## config.mk

```make
export PLATFORM = sky130hd
export DESIGN_NAME = ahb_lite_cmd_master
export DESIGN_NICKNAME = d
export VERILOG_FILES = /design/src/rtl/ahb_lite_cmd_master.sv
export SDC_FILE = /design/constraint.sdc
export NUM_CORES = 1
export LEC_CHECK = 0
export CAP_MARGIN = 20
export CORE_ASPECT_RATIO = 0.8
export CORE_MARGIN = 4
export CORE_UTILIZATION = 40
export CTS_CLUSTER_SIZE = 16
export DETAILED_ROUTE_END_ITERATION = 8
export HOLD_SLACK_MARGIN = 0.12
export PLACE_DENSITY = 0.68
export REMOVE_ABC_BUFFERS = 1
export SLEW_MARGIN = 20
export SYNTH_ARGS = -nofsm -noshare
export SYNTH_HDL_FRONTEND = slang
export SYNTH_SLANG_ARGS = --single-unit
```

## constraint.sdc

```tcl
create_clock -name HCLK -period 2 [get_ports HCLK]
set_input_delay 0.5 -clock HCLK [delete_from_list [all_inputs] [get_ports HCLK]]
set_output_delay 0.5 -clock HCLK [all_outputs]
set_load 0.03 [all_outputs]
```

## src/rtl/ahb_lite_cmd_master.sv

```systemverilog
// AHB-Lite single-transfer master driven by a byte command stream.
// Write command: WR_CMD, A3..A0, D3..D0. Read command: RD_CMD, A3..A0.
// The status byte comes back first; a successful read then returns its word, MSB first.
//
// Handshake rule for both byte channels: a byte moves on a rising edge where
// valid && ready. The producer holds data/valid stable until that edge, and
// ready may depend combinationally on state and reset only.
module ahb_lite_cmd_master #(
  parameter logic [7:0] WR_CMD   = 8'h57,
  parameter logic [7:0] RD_CMD   = 8'h52,
  parameter logic [7:0] ACK_BYTE = 8'h2B,
  parameter logic [7:0] ERR_BYTE = 8'h21,
  parameter logic [7:0] BAD_BYTE = 8'h3F
) (
  input  logic        HCLK,
  input  logic        HRESET,
  input  logic [7:0]  RX_DATA,
  input  logic        RX_VALID,
  output logic        RX_READY,
  output logic [7:0]  TX_DATA,
  output logic        TX_VALID,
  input  logic        TX_READY,
  output logic [31:0] HADDR,
  output logic [2:0]  HBURST,
  output logic        HMASTLOCK,
  output logic [3:0]  HPROT,
  output logic [2:0]  HSIZE,
  output logic [1:0]  HTRANS,
  output logic        HWRITE,
  output logic [31:0] HWDATA,
  input  logic [31:0] HRDATA,
  input  logic        HREADY,
  input  logic        HRESP,
  output logic        BUSY
);

  typedef enum logic [2:0] {
    S_CMD   = 3'd0,
    S_ADDR  = 3'd1,
    S_WDATA = 3'd2,
    S_APH   = 3'd3,
    S_DPH   = 3'd4,
    S_STAT  = 3'd5,
    S_RDATA = 3'd6
  } state_t;

  localparam logic [1:0] TRANS_IDLE   = 2'b00;
  localparam logic [1:0] TRANS_NONSEQ = 2'b10;

  state_t      state;
  state_t      state_next;
  logic [1:0]  cnt;
  logic [31:0] addr_q;
  logic [31:0] wdata_q;
  logic [31:0] rdata_q;
  logic        is_write;
  logic        err;
  logic        bad;
  logic        rx_fire;
  logic        tx_fire;
  logic        is_known_cmd;

  assign rx_fire      = RX_VALID && RX_READY;
  assign tx_fire      = TX_VALID && TX_READY;
  assign is_known_cmd = (RX_DATA == WR_CMD) || (RX_DATA == RD_CMD);

  // Attributes that never change: single word, non-locked, privileged data access.
  assign HBURST    = 3'b000;
  assign HMASTLOCK = 1'b0;
  assign HPROT     = 4'b0011;
  assign HSIZE     = 3'b010;

  // Address and write data come straight from their shift registers; the
  // address is word aligned regardless of the low bits the host sent.
  assign HADDR  = {addr_q[31:2], 2'b00};
  assign HWDATA = wdata_q;
  assign HWRITE = is_write;

  // State register.
  always_ff @(posedge HCLK) begin
    if (HRESET) state <= S_CMD;
    else        state <= state_next;
  end

  // Next-state decode and state-driven outputs.
  always_comb begin
    state_next = state;
    RX_READY   = 1'b0;
    TX_VALID   = 1'b0;
    TX_DATA    = 8'h00;
    HTRANS     = TRANS_IDLE;
    BUSY       = (state != S_CMD);
    case (state)
      S_CMD: begin
        RX_READY = !HRESET;
        if (rx_fire) state_next = is_known_cmd ? S_ADDR : S_STAT;
      end
      S_ADDR: begin
        RX_READY = !HRESET;
        if (rx_fire && cnt == 2'd3) state_next = is_write ? S_WDATA : S_APH;
      end
      S_WDATA: begin
        RX_READY = !HRESET;
        if (rx_fire && cnt == 2'd3) state_next = S_APH;
      end
      S_APH: begin
        HTRANS = TRANS_NONSEQ;
        if (HREADY) state_next = S_DPH;
      end
      S_DPH: begin
        if (HREADY) state_next = S_STAT;
      end
      S_STAT: begin
        TX_VALID = 1'b1;
        TX_DATA  = bad ? BAD_BYTE : (err ? ERR_BYTE : ACK_BYTE);
        if (tx_fire) state_next = (!bad && !err && !is_write) ? S_RDATA : S_CMD;
      end
      S_RDATA: begin
        TX_VALID = 1'b1;
        case (cnt)
          2'd0:    TX_DATA = rdata_q[31:24];
          2'd1:    TX_DATA = rdata_q[23:16];
          2'd2:    TX_DATA = rdata_q[15:8];
          default: TX_DATA = rdata_q[7:0];
        endcase
        if (tx_fire && cnt == 2'd3) state_next = S_CMD;
      end
      default: state_next = S_CMD;
    endcase
  end

  // Command parsing, field shifting, byte counting and response capture.
  // The 2-bit counter wraps 3->0 at the end of every field, so each field
  // starts at zero without an explicit clear.
  always_ff @(posedge HCLK) begin
    if (HRESET) begin
      cnt      <= 2'd0;
      addr_q   <= 32'h0;
      wdata_q  <= 32'h0;
      rdata_q  <= 32'h0;
      is_write <= 1'b0;
      err      <= 1'b0;
      bad      <= 1'b0;
    end else begin
      case (state)
        S_CMD: begin
          if (rx_fire) begin
            is_write <= (RX_DATA == WR_CMD);
            bad      <= !is_known_cmd;
            err      <= 1'b0;
          end
        end
        S_ADDR: begin
          if (rx_fire) begin
            addr_q <= {addr_q[23:0], RX_DATA};
            cnt    <= cnt + 2'd1;
          end
        end
        S_WDATA: begin
          if (rx_fire) begin
            wdata_q <= {wdata_q[23:0], RX_DATA};
            cnt     <= cnt + 2'd1;
          end
        end
        S_DPH: begin
          if (HREADY) begin
            rdata_q <= HRDATA;
            err     <= HRESP;
          end
        end
        S_RDATA: begin
          if (tx_fire) cnt <= cnt + 2'd1;
        end
        default: ;
      endcase
    end
  end

endmodule

```

==> results.md <==
* Hold path depth at 2
* CP max FO at 4
* Reg clk slew, reported paths at 0.07 ns
* Hold Path End: state[0]$_SDFFE_PP0P_
* #FFs+latches synth at about 100
* Cell row count at 34
* Hold Fails Final Rpt at 0
* Clock buffer depth at 2
* Clock sinks at roughly 100
* Final min period at roughly 2.4 ns
* Worst hold start: HRESET
* Design area at slightly above 6000 µm²
* Most numerous cell in the Yosys netlist: nand2_1
* Commonest cells post-synth: nand2_1 (202), a21oi_1 (110), dfxtp_1 (104)
* Wire length per cell at about 14 µm
* All-Layer GR Usage at 0.179
* DRC Markers at 0
* Synth Cell Area at between 4000 and 5000 µm²
* Synth Instances at 590
* Failing checks: setup timing
* Outcome: complete, but fails checks
* Antenna diodes at 0
* Vias in the first global route at between 3000 and 4000
* PortBufs at 120
* Vias/cell at roughly 5
* Fin. max-slew vios at 0
* Worst setup SP type: flip-flop
* CTS tree: yes
* Via Count at between 4000 and 5000
* Primary FF master, synth: dfxtp_1
* Global placement routability congestion at about 0.9
* DRT antenna net count at 0
* Routed wire length at roughly 12 mm
* Synth warn at 0
* FF-to-FF End: state[2]$_SDFFE_PP0P_
* CTS root buffer: clkbuf_16
* Worst path required time at ~1.5 ns
* Synth area leaders: dfxtp_1 (46%), nand2_1 (17%), a21oi_1 (12%), buf_4 (7.4%), clkbuf_1 (2.0%)
* Crit. End Element: output port
* Slew margin rel. at 0.487
* Cells on worst reg2reg path at 7
* Pre-Repair DR Iteration Count at 5
* Syn Area/Cell at a little under 8 µm²
* Clk Latency, worst-skew pair at approximately 0.34 ns
* Synthesis-to-finish area growth at 36.6%
* Nets at 739
* Leak Pwr at 2.17 nW
* Peak Freq at approximately 420 MHz
* Setup slack, reg-to-reg at between 0.1 and 0.15 ns
* WP data arrival at 1.86 ns
* R2R Path Start: cnt[0]$_SDFFE_PP0P_
* Setup slack after layout at -0.361 ns
* Dpl cell area at between 5000 and 6000 µm²
* Async SR Flop Fraction at 0
* Fin crit share at 1.18
* GRT Residual Overflow at 0
* Synth top area share at 0.458
* Pwr dens at 937 nW/µm²
* Largest net degree at the start of global routing at between 70 and 80
* Hold crit path type: in2reg
* First-pass GRT wire length at 18.9 mm
* DIE AREA at approximately 13000 µm²
* Initial antenna violation count at 0
* Setup Skew at between 0.005 and 0.006 ns
* Area leader, netlist: dfxtp_1
* Final setup fails at 8
* Maximum VDD drop at 0.650 mV
* Post-DP HPWL at approximately 8.6 mm
* I/O pin cnt at 135
* Worst slew pin tran at 0.769 ns
* Post-synth EDFFs at 0
* Max-cap violations at 0
* Post-synthesis sequential area ratio at 0.458
* DP Worst Slack at -0.331 ns
* Die Ht at between 100 and 150 µm
* Initial DRC count at between 400 and 500
* Ratio of cells with drive above 1 in the final layout at 0.128
* Synth cell types at between 40 and 50
* Htree depth at 3
* Die W at approximately 130 µm
* Core Area at around 11000 µm²
* Initial core utilization at 0.414
* RSZ-0062 raised after global routing: yes
* CTS buffer count at 9
* Util after Layout at 0.565
* Kind of critical path: reg2out
[how the worst max path moves through the flow]
stage	endpoint	slack [ns]	from	depth (start not counted)
finish	TX_DATA[4]	-0.36	cnt[1]$_SDFFE_PP0P_	8
global placement	TX_DATA[6]	-0.28	cnt[1]$_SDFFE_PP0P_	7
detailed placement	TX_DATA[6]	-0.33	cnt[1]$_SDFFE_PP0P_	7
global route	TX_DATA[3]	-0.45	cnt[1]$_SDFFE_PP0P_	8
floorplan	TX_DATA[0]	-0.18	cnt[0]$_SDFFE_PP0P_	3
CTS	TX_DATA[4]	-0.37	cnt[1]$_SDFFE_PP0P_	8
[layout by cell type, fill, tap and decap left out, types with 3 or more instances in the layout]
cell / n
nand2_1: 200
a21oi_1: 110
clkdlybuf4s50_1: 106
dfxtp_1: 101
buf_4: 40
nor2_1: 17
conb_1: 14
clkbuf_16: 9
a222oi_1: 8
buf_6: 7
o21ai_1: 6
buf_12: 6
nor2b_1: 4
nand2b_1: 4
nand3_1: 4
a31oi_1: 3
ha_4: 3
[state kept, by name (all words and copies together), names as in the netlist]
| name | cells |
|---|---|
| err | 1 |
| HWRITE | 1 |
| cnt | 2 |
| state | 3 |
| addr_q | 32 |
| rdata_q | 32 |
| bad | 1 |
| HWDATA | 32 |
[worst max-delay path, cell delays in order (launching register included)]
cell and delay (ns):
dfxtp_4 0.37, inv_4 0.05, ha_4 0.17, buf_6 0.12, a222oi_1 0.37, nor2_1 0.07, a21oi_1 0.13, o21ai_1 0.07
buf_4 0.17
[where the power goes]
group          leakage, nW  switching (mW)  internal, mW
combinational         1.17           0.935         0.725
sequential           0.841          0.0856          2.19
clock                0.156           0.775          1.10
total                 2.17            1.80          4.02
[cells by family after synthesis]
| kind of cell | share of synthesized area |
|---|---|
| simple gates | 0.221 |
| mux | 0.00468 |
| buf+inv | 0.121 |
| fa+ha+maj | 0.0110 |
| other cells | 0.00165 |
| compound gates | 0.177 |
| xor+xnor | 0.00578 |
| flops | 0.458 |
[per-stage QoR]
step                hold slack, ns  cells  TNS (ns)  total power, mW
CTS                          0.406    836     -2.56             5.79
finish                       0.413    838     -2.34             5.81
global placement             0.442    817    -0.677             3.74
floorplan                    0.426    517     -1.29             3.11
global route                 0.405    838     -3.15             6.09
detailed placement           0.448    817     -1.38             3.78
[layer usage]
layer  routed length, µm  global-route usage
met1                5470               0.245
met2                5900               0.291
met3                 553              0.0380
met4                 177              0.0478
met5                   0                   0
[timing repair]
action                     CTS  global route
buffers inserted             3             2
resized for setup           32            12
pin swaps                    6             2
setup endpoints to repair   10            10
hold buffers                 0             0
[area by class of cell]
type / count / area (µm²)
clock buffer: 9 / 225
sequential: 104 / 2090
clock inverter: 7 / 95.1
multi-input combinational: 409 / 2020
fill: 1013 / 4770
timing repair buffer: 161 / 1570
tap: 144 / 180
inverter: 4 / 20.0
Power figures use the tool's default switching activity.
